**src/rtl/xbee_msg_sequencer.sv**
```systemverilog
// Queues colour-detection events and streams each one to the XBee UART transmitter
// as the 10-byte ASCII message "SI-W<node>-<c1><c2>-#", one byte per valid/done handshake.
module xbee_msg_sequencer #(
    parameter int FIFO_DEPTH     = 4,
    parameter int ACCEPT_TIMEOUT = 1024
) (
    input  logic       CLOCK,
    input  logic       RESET,
    input  logic       COLOR_VALID,
    input  logic [2:0] COLOR,
    input  logic [3:0] NODE,
    input  logic       TX_DONE,
    output logic       TX_DATA_VALID,
    output logic [7:0] TX_BYTE,
    output logic       BUSY,
    output logic       DROPPED,
    output logic [7:0] MSG_COUNT,
    output logic [2:0] DBG_STATE
);

    localparam int AW = (FIFO_DEPTH > 1) ? $clog2(FIFO_DEPTH) : 1;
    localparam int CW = AW + 1;
    localparam int TW = (ACCEPT_TIMEOUT > 1) ? $clog2(ACCEPT_TIMEOUT) : 1;

    // Handshake: TX_DATA_VALID is high for exactly one cycle per byte issue, with
    // TX_BYTE already stable; the transmitter accepts by pulling TX_DONE low and
    // finishes by raising it again. No fall within ACCEPT_TIMEOUT cycles re-issues.
    typedef enum logic [2:0] {
        IDLE        = 3'd0,
        LOAD        = 3'd1,
        ISSUE       = 3'd2,
        WAIT_ACCEPT = 3'd3,
        WAIT_DONE   = 3'd4,
        ADVANCE     = 3'd5
    } state_t;

    state_t          state, state_next;
    logic [5:0]      mem [FIFO_DEPTH];
    logic [AW-1:0]   wr_ptr, rd_ptr;
    logic [CW-1:0]   count, count_next;
    logic [3:0]      idx;
    logic [TW-1:0]   tmo_cnt;
    logic [1:0]      msg_color;
    logic [3:0]      msg_node;
    logic [7:0]      cur_byte, node_digit, code_1, code_2;
    logic            push_req, push, pop, full;

    assign push_req = COLOR_VALID && !COLOR[2] && (COLOR[1:0] != 2'd0);
    assign full     = (count == CW'(FIFO_DEPTH));
    assign pop      = (state == IDLE) && (count != '0) && TX_DONE;
    // A full FIFO still accepts when the head leaves in the same cycle.
    assign push     = push_req && (!full || pop);

    assign TX_DATA_VALID = (state == ISSUE);
    assign DBG_STATE     = state;

    always_comb begin
        count_next = count;
        if (push && !pop)
            count_next = count + CW'(1);
        else if (!push && pop)
            count_next = count - CW'(1);
    end

    always_comb begin
        state_next = state;
        case (state)
            IDLE:        if (pop) state_next = LOAD;
            LOAD:        state_next = ISSUE;
            ISSUE:       state_next = WAIT_ACCEPT;
            WAIT_ACCEPT: begin
                if (!TX_DONE)
                    state_next = WAIT_DONE;
                else if (tmo_cnt == TW'(ACCEPT_TIMEOUT - 1))
                    state_next = ISSUE;
            end
            WAIT_DONE:   if (TX_DONE) state_next = ADVANCE;
            ADVANCE:     state_next = (idx == 4'd9) ? IDLE : LOAD;
            default:     state_next = IDLE;
        endcase
    end

    always_comb begin
        node_digit = (msg_node <= 4'd9) ? (8'h30 + {4'h0, msg_node}) : 8'h3F;
        code_1     = (msg_color == 2'd1) ? 8'h46 : 8'h43;
        case (msg_color)
            2'd1:    code_2 = 8'h49;
            2'd2:    code_2 = 8'h54;
            default: code_2 = 8'h53;
        endcase
        case (idx)
            4'd0:    cur_byte = 8'h53;
            4'd1:    cur_byte = 8'h49;
            4'd2:    cur_byte = 8'h2D;
            4'd3:    cur_byte = 8'h57;
            4'd4:    cur_byte = node_digit;
            4'd5:    cur_byte = 8'h2D;
            4'd6:    cur_byte = code_1;
            4'd7:    cur_byte = code_2;
            4'd8:    cur_byte = 8'h2D;
            4'd9:    cur_byte = 8'h23;
            default: cur_byte = 8'h00;
        endcase
    end

    always_ff @(posedge CLOCK) begin
        if (push)
            mem[wr_ptr] <= {COLOR[1:0], NODE};
    end

    always_ff @(posedge CLOCK or posedge RESET) begin
        if (RESET) begin
            state     <= IDLE;
            wr_ptr    <= '0;
            rd_ptr    <= '0;
            count     <= '0;
            idx       <= '0;
            tmo_cnt   <= '0;
            msg_color <= '0;
            msg_node  <= '0;
            TX_BYTE   <= '0;
            MSG_COUNT <= '0;
            BUSY      <= 1'b0;
            DROPPED   <= 1'b0;
        end else begin
            state <= state_next;
            count <= count_next;
            if (push)
                wr_ptr <= wr_ptr + AW'(1);
            if (pop) begin
                rd_ptr                <= rd_ptr + AW'(1);
                {msg_color, msg_node} <= mem[rd_ptr];
                idx                   <= '0;
            end
            if (state == LOAD)
                TX_BYTE <= cur_byte;
            if (state == ISSUE)
                tmo_cnt <= '0;
            else if (state == WAIT_ACCEPT)
                tmo_cnt <= tmo_cnt + TW'(1);
            if (state == ADVANCE) begin
                if (idx == 4'd9)
                    MSG_COUNT <= MSG_COUNT + 8'd1;
                else
                    idx <= idx + 4'd1;
            end
            DROPPED <= push_req && full && !pop;
            BUSY    <= (state_next != IDLE) || (count_next != '0);
        end
    end

endmodule

```
**config.mk**
```make
export PLATFORM = sky130hd
export DESIGN_NAME = xbee_msg_sequencer
export DESIGN_NICKNAME = d
export VERILOG_FILES = /design/src/rtl/xbee_msg_sequencer.sv
export SDC_FILE = /design/constraint.sdc
export NUM_CORES = 1
export LEC_CHECK = 0
export ABC_AREA = 1
export BUFFER_PORTS_ARGS = -buffer_cell sky130_fd_sc_hd__buf_2
export CORE_ASPECT_RATIO = 0.7
export CORE_MARGIN = 2
export CORE_UTILIZATION = 60
export CTS_CLUSTER_SIZE = 24
export DETAILED_ROUTE_END_ITERATION = 8
export PLACE_DENSITY_LB_ADDON = 0.08
export SLEW_MARGIN = 20
export SYNTH_ARGS = -nofsm -noshare
export SYNTH_HDL_FRONTEND = slang
export SYNTH_SLANG_ARGS = --single-unit
```
**constraint.sdc**
```tcl
create_clock -name CLOCK -period 4.75 [get_ports CLOCK]
set_input_delay 0.2375 -clock CLOCK [delete_from_list [all_inputs] [get_ports CLOCK]]
set_output_delay 0.2375 -clock CLOCK [all_outputs]
set_load 0.02 [all_outputs]
```
==> reports/metrics.csv, run 1 <==
stage,metric,value,unit
routing,DR pass1 iterations,5,
grt,grt total ovfl,0,
worst_setup_path,Worst EP required,4.73,ns
routing,vias per cell,5.19,
grt,first-pass GRT wire length,11.6,mm
pwr,Leak,1.97,nW
sta,Max-slew headroom,0.462,
yosys,top post-synthesis cells by area,"dfrtp_1, edfxtp_1, nand2_1, ha_1, inv_1",
yosys,synthesized area per cell,9.34,sq um
worst_setup_path,Critical Path AT,1.97,ns
sta,Slew Limit Fails,0,
cells_and_area,Final Util,0.703,
sta,final hold vios,0,
routing,Antenna Nets Post-Route,0,
placed_design,post-place setup slack,2.76,ns
placed_design,Post-DP Area,3800,sq um
grt,vias in the first global route,2408,
cells_and_area,fin nets,447,
sta,RSZ-0062 raised after global routing,no,
clock_tree,clk buf depth,2,
yosys,Synth Warn #,0,
clock_tree,"CTS clk-pin slew, worst paths",0.07,ns
pwr,Peak VDD IR,0.000371,V
clock_tree,clk_lat worst skew,0.34,ns
routing,via count,2588,
sta,final setup vio count,0,
clock_tree,CTS Hold Bufs,0,
die,initial cell density of the core,0.623,
yosys,post-synthesis sequential area ratio,0.529,
sta,FMAX,504,MHz
worst_setup_path,reg-to-reg critical path startpoint,count[0]$_DFF_PP0_,
clock_tree,clk sinks,71,
die,core region area,5760,sq um
routing,# DRC,0,
routing,Iteration-0 DRC Markers,163,
grt,antenna violations before repair,0,
placed_design,I/O Buffers,31,
pwr,pwr/cell area,572,nW/um^2
run_status,status,"complete, no violations",
yosys,Syn Std Cell Area,3590,sq um
routing,final wirelength,7.10,mm
yosys,post-synth top area cell,dfrtp_1,
routing,WL/cell,14.2,um
die,die width,96.4,um
yosys,top-area cell type share of the netlist area,0.328,
run,Max-Cap Viols,0,
sta,Tmin final,1.99,ns
sta,Worst-Margin Slew,0.807,ns
clock_tree,clock root buffer,clkbuf_8,
die,Rows,23,
worst_setup_path,startpoint types,flop,
worst_setup_path,crit path capture type,flop,
cells_and_area,area grow syn2layout,12.8,%
sta,worst clock skew,0.00730,ns
grt,pin count of the biggest net entering global routing,48,
yosys,Synth Instances,384,
placed_design,routability cong.,0.853,
die,die area,6620,sq um
die,Die Ht,68.7,um
clock_tree,CTS buffer count,9,
grt,GRT Util Overall,0.241,
yosys,post-synth cell types,38,
worst_setup_path,r2r setup slk,2.76,ns
sta,Setup TNS Final,0,ns
worst_setup_path,critical path type,reg2reg,
worst_setup_path,FF-to-FF End,mem[2][3]$_DFFE_PP_,
pwr,Design Power,2.31,mW
clock_tree,TritonCTS clock tree,done,
hold_path,HP Class,in2async,
cells_and_area,# diodes,0,
sta,period utilization,0.418,
cells_and_area,design area,4050,sq um
worst_setup_path,r2r worst-path depth,7,
clock_tree,post-cts sizing count,0,
worst_setup_path,Crit Path Max Fanout,7,
placed_design,hpwl dp,5.22,mm
yosys,Syn Nets,412,
yosys,#FFs+latches synth,71,
sta,setup slack after layout,2.76,ns
die,io pins,33,
clock_tree,Post-CTS Setup Repair Bufs,0,
cells_and_area,layout cells sized above 1,0.165,
clock_tree,number of H-tree levels,3,
[logic make-up (layout without fill, tap and decap cells)]
logic type,count (synthesis),count (layout),synth area share
adder cells (fa/ha/maj),17,17,0.0593
other,1,1,0.00105
XOR/XNOR,13,13,0.0338
flip-flops,71,71,0.529
AND/OR/NAND/NOR,166,166,0.221
AO/OA/AOI/OAI,54,54,0.0879
buffers and inverters,62,102,0.0684
[cell usage in the layout, fill, tap and decap left out, drive strengths merged]
master   n
ha      17
or2      1
clkbuf  10
nand4    4
o22ai    2
nand2   74
a31oi    1
conb     1
o21ai   28
edfxtp  24
o32ai    6
bufinv   3
xnor2    6
nor3     2
clkinv   4
dfrtp   47
o21a     3
xor2     7
a22oi    1
inv     54
nor2    56
o211ai   2
buf     31
nand3b   1
nand3   28
a21oi   10
a22o     1
[sequential cells by signal, summed over array words and instances, names as in the netlist]
name and count:
count 3, tmo_cnt 10, mem 24, TX_BYTE 7, BUSY 1, DBG_STATE 3, wr_ptr 2, msg_node 4
MSG_COUNT 8, idx 4, DROPPED 1, rd_ptr 2, msg_color 2
[metrics by stage]
stage | hold WS (ns) | instances
2_1_floorplan | 0.336 | 384
3_3_place_gp | 0.458 | 483
3_5_place_dp | 0.465 | 483
4_1_cts | 0.125 | 499
5_1_grt | 0.0866 | 499
6_report | 0.0227 | 499
[worst max-delay path: stages (launching register included)]
cell     delay [ns]
dfrtp_1        0.36
inv_1          0.08
ha_1           0.23
nand2_1        0.13
nand3_2        0.13
nand3_1        0.14
nand2_2        0.13
nor2_1         0.43
[metal layers]
metal / up-vias / track usage / share of wire
met2: 78 / 0.345 / 0.42
met4: 0 / 0.0757 / 0.010
li1: 1319 / - / -
met3: 6 / 0.0696 / 0.064
met5: - / 0 / 0
met1: 1185 / 0.355 / 0.51
[worst max-delay path by stage]
| stage | cells past startpoint | endpoint | slack (ns) | startpoint |
|---|---|---|---|---|
| after floorplan | 5 | mem[0][0]$_DFFE_PP_ | 3.01 | DBG_STATE[0]$_DFF_PP0_ |
| after global placement | 7 | mem[0][2]$_DFFE_PP_ | 2.85 | count[0]$_DFF_PP0_ |
| after detailed placement | 7 | mem[2][3]$_DFFE_PP_ | 2.76 | count[0]$_DFF_PP0_ |
| after CTS | 7 | mem[2][3]$_DFFE_PP_ | 2.75 | count[0]$_DFF_PP0_ |
| after global routing | 7 | mem[2][3]$_DFFE_PP_ | 2.57 | count[0]$_DFF_PP0_ |
| final | 7 | mem[2][3]$_DFFE_PP_ | 2.76 | count[0]$_DFF_PP0_ |
[Yosys cell counts]
master,count
nor2_1,49
inv_1,51
nand2_2,2
a21oi_1,10
ha_1,17
or2_2,1
xor2_1,7
clkbuf_1,1
buf_4,1
a31oi_1,1
buf_2,4
xnor2_1,5
clkbuf_2,1
nand3_1,24
xnor2_2,1
o211ai_1,2
a22oi_1,1
inv_4,1
conb_1,1
nor2_4,3
nand3_4,2
nand2_1,72
nand3_2,2
a22o_1,1
edfxtp_1,24
dfrtp_1,47
nor2_2,3
nand4_1,2
o21ai_0,28
nor2_8,1
o22ai_1,2
nor3_4,1
nand3b_1,1
inv_2,3
nor3_2,1
nand4_2,2
o21a_1,3
o32ai_1,6
[report_power, final]
group          total [mW]  switching, mW  internal, mW
registers           0.910          0.138         0.772
logic               0.820          0.543         0.276
clock network       0.584          0.222         0.361
total                2.31          0.904          1.41
[layout make-up]
cell class	count	area, sq um
Clock inverter	6	108
Fill cell	459	1710
Inverter	55	210
Timing Repair Buffer	31	155
Clock buffer	10	138
Sequential cell	71	1900
Tap cell	75	93.8
Multi-Input combinational cell	251	1450
No activity file was read; power rests on OpenSTA's default activity.
==> inputs of run 2 (changes only) <==
- ABC_AREA: 1 -> 0
- CORE_UTILIZATION: 60 -> 53
- clock period: 4.75 -> 1.6 ns (I/O delays scaled with it)
==> run 2 against run 1 <==
The run now ends with setup timing left. First-iteration DRC count shrank 27%. Via count rose by 1.7%. Flip-flop and latch count stayed put. Critical path type unchanged.
==> reports/metrics.csv, run 2 <==
stage,metric,value,unit
run_status,status,"complete, but fails checks",
run_status,violated checks,setup timing,
sta,RSZ-0062 raised after global routing,yes,
yosys,commonest cells in the synthesized netlist,"nand2_1, dfrtp_1, edfxtp_1",
yosys,Synth Instances,325,
die,io pins,33,
sta,setup slack after layout,-0.0218,ns
worst_setup_path,Setup crit start,DBG_STATE[0]$_DFF_PP0_,
worst_setup_path,reg-to-reg critical path startpoint,DBG_STATE[0]$_DFF_PP0_,
cells_and_area,Final Util,0.718,
cells_and_area,Biggest register,mem,
yosys,#FFs+latches synth,71,
yosys,Syn Nets,353,
worst_setup_path,crit path cell chain,nor4b_4 -> buf_4 -> o2111ai_1 -> o311ai_1 -> o211ai_1 -> a21o_1,
pwr,Leak,1.98,nW
yosys,post-synth cell types,58,
cells_and_area,"commonest non-fill, non-tap cell in the layout",nand2_1,
clock_tree,CTS buffer count,9,
cells_and_area,most frequent cells in the layout,"nand2_1, dfrtp_1, buf_4, buf_2, edfxtp_1",
clock_tree,"CTS clk-pin slew, worst paths",0.08,ns
run,Max-Cap Viols,0,
pwr,Pint,4.71,mW
clock_tree,clk_lat worst skew,0.34,ns
routing,# DRC,0,
grt,first-pass GRT wire length,12.5,mm
die,core region area,6340,sq um
clock_tree,clk buf depth,2,
grt,grt total ovfl,0,
yosys,asr flop ratio synth,0.662,
sta,Setup TNS Final,-0.435,ns
yosys,Post-synth EDFFs,24,
worst_setup_path,FF-to-FF End,BUSY$_DFF_PP0_,
grt,GRT Util Overall,0.221,
routing,final wirelength,7.28,mm
yosys,Syn Std Cell Area,3540,sq um
routing,WL/cell,14.5,um
cells_and_area,max reg flops,24,
die,Rows,24,
die,Die Ht,72.4,um
worst_setup_path,Critical Path AT,1.86,ns
sta,Tmin final,1.62,ns
cells_and_area,fin nets,434,
clock_tree,TritonCTS clock tree,done,
hold_path,HP Class,in2reg,
routing,Antenna Nets Post-Route,0,
worst_setup_path,slowest CP cell,dfrtp_2,
yosys,top post-synthesis cells by area,"dfrtp_1, edfxtp_1, ha_1, nand2_1, mux4_2",
worst_setup_path,CP peak stage delay,0.44,ns
sta,Slew Limit Fails,0,
worst_setup_path,r2r worst-path depth,6,
die,die area,7360,sq um
cells_and_area,area grow syn2layout,28.4,%
placed_design,I/O Buffers,31,
pwr,sw frac,0.365,
die,initial cell density of the core,0.559,
cells_and_area,layout cells sized above 1,0.341,
worst_setup_path,crit path to,BUSY$_DFF_PP0_,
routing,DR pass1 iterations,5,
yosys,post-synth top area cell,dfrtp_1,
routing,via count,2632,
worst_setup_path,Worst EP required,1.84,ns
cells_and_area,# diodes,0,
grt,antenna violations before repair,0,
grt,vias in the first global route,2539,
clock_tree,number of H-tree levels,3,
routing,Iteration-0 DRC Markers,119,
placed_design,Post-DP Area,4080,sq um
worst_setup_path,Crit Path Max Fanout,3,
sta,period utilization,1.01,
pwr,share of power burned in combinational logic,0.451,
worst_setup_path,crit path capture type,flop,
die,die width,102,um
pwr,Sequential Power Share,0.359,
yosys,most frequent cell after synthesis,nand2_1,
pwr,Clock Power Share,0.190,
sta,final setup vio count,25,
sta,final hold vios,0,
placed_design,routability cong.,0.814,
cells_and_area,design area,4550,sq um
yosys,synthesized area per cell,10.9,sq um
yosys,top-area cell type share of the netlist area,0.332,
pwr,pwr/cell area,1630,nW/um^2
cells_and_area,biggest regs,"mem (24), tmo_cnt (10), MSG_COUNT (8)",
sta,hold_ws,0.0816,ns
yosys,Most used DFF post-synth,dfrtp_1,
worst_setup_path,r2r setup slk,-0.02,ns
sta,worst clock skew,0.00639,ns
pwr,Peak VDD IR,0.000969,V
worst_setup_path,critical path type,reg2reg,
yosys,Synth Warn #,0,
worst_setup_path,startpoint types,flop,
pwr,Switch Pwr,2.71,mW
routing,vias per cell,5.24,
placed_design,hpwl dp,5.08,mm
clock_tree,clk sinks,71,
yosys,post-synthesis sequential area ratio,0.535,
sta,FMAX,617,MHz
clock_tree,clock root buffer,clkbuf_8,
grt,pin count of the biggest net entering global routing,30,
## run 2: cell types whose count changed in the layout (fill, tap and decap cells not counted), moves of 8 or more
cell,previous run,this run
inv_1,50,10
o21ai_0,28,17
buf_4,0,42
nand2_1,72,50
nor2_1,49,13
nand3_1,24,6
dlygate4sd3_1,0,8
## run 2: power by group through the flow
stage	registers, mW	clock network (mW)	logic [mW]
6_report	2.66	1.41	3.35
5_1_grt	2.71	1.55	3.72
4_1_cts	2.65	1.45	3.09
3_5_place_dp	2.68	0	2.92
3_3_place_gp	2.67	0	2.88
2_1_floorplan	2.78	0	1.81
## run 2: repair_timing
| item | CTS | global route |
|---|---|---|
| resized for setup | 12 | 16 |
| pin swaps | 6 | 7 |
| buffers inserted | 4 | 8 |
| endpoints found under the hold margin | 43 | 0 |
| setup endpoints to repair | 26 | 40 |
| hold buffers | 8 | 0 |
## run 2: cell families (layout without fill, tap and decap cells)
logic type,count (synthesis),after routing,synth area share
AOI/OAI and AO/OA,62,62,0.114
xor gates and xnor gates,17,17,0.0420
adders and majority gates,17,17,0.0600
buffers and inverters,31,117,0.0371
DFF,71,71,0.536
muxes,10,10,0.0502
other,1,1,0.00106
and+or+nand+nor,116,116,0.160
## run 2: worst max-delay path: cells and delay by family, from the launching register on
kind / cells / cell delay, ns
DFF: 1 / 0.44
and+or+nand+nor: 1 / 0.33
AOI/OAI and AO/OA: 4 / 0.59
buffers and inverters: 1 / 0.17
## run 2: final cells by class
cell class / instances / area [sq um]
fill: 431 / 1790
clock inverter: 6 / 60.1
sequential: 71 / 1900
multi-input combinational: 223 / 1650
inverter: 14 / 52.6
clock buffer: 10 / 138
timing repair buffer: 87 / 637
tap: 91 / 114
## run 2: metal layers
metal / global-route usage / vias to the layer above / share of wire
met4: 0.0691 / 0 / 0.0078
met3: 0.0491 / 8 / 0.041
met5: 0 / - / 0
met2: 0.303 / 59 / 0.43
li1: - / 1307 / -
met1: 0.350 / 1258 / 0.52
## run 2: per-stage QoR
stage	power [mW]	setup slack, ns	std cells
after global routing	7.98	-0.0943	502
after global placement	5.54	0.00585	466
after CTS	7.19	-0.00936	494
final	7.42	-0.0218	502
after floorplan	4.59	-0.0867	325
after detailed placement	5.60	-0.0116	466
## run 2: worst min-delay path by stage
stage               cells past startpoint     from  slack, ns                        to
floorplan                               0  NODE[0]       0.18       mem[0][0]$_DFFE_PP_
global placement                        2    RESET        0.1  MSG_COUNT[3]$_DFFE_PP0P_
detailed placement                      2    RESET        0.1  MSG_COUNT[1]$_DFFE_PP0P_
CTS                                     3  TX_DONE       0.07    DBG_STATE[1]$_DFF_PP0_
global route                            3  TX_DONE       0.10    DBG_STATE[1]$_DFF_PP0_
finish                                  3  TX_DONE       0.08    DBG_STATE[1]$_DFF_PP0_
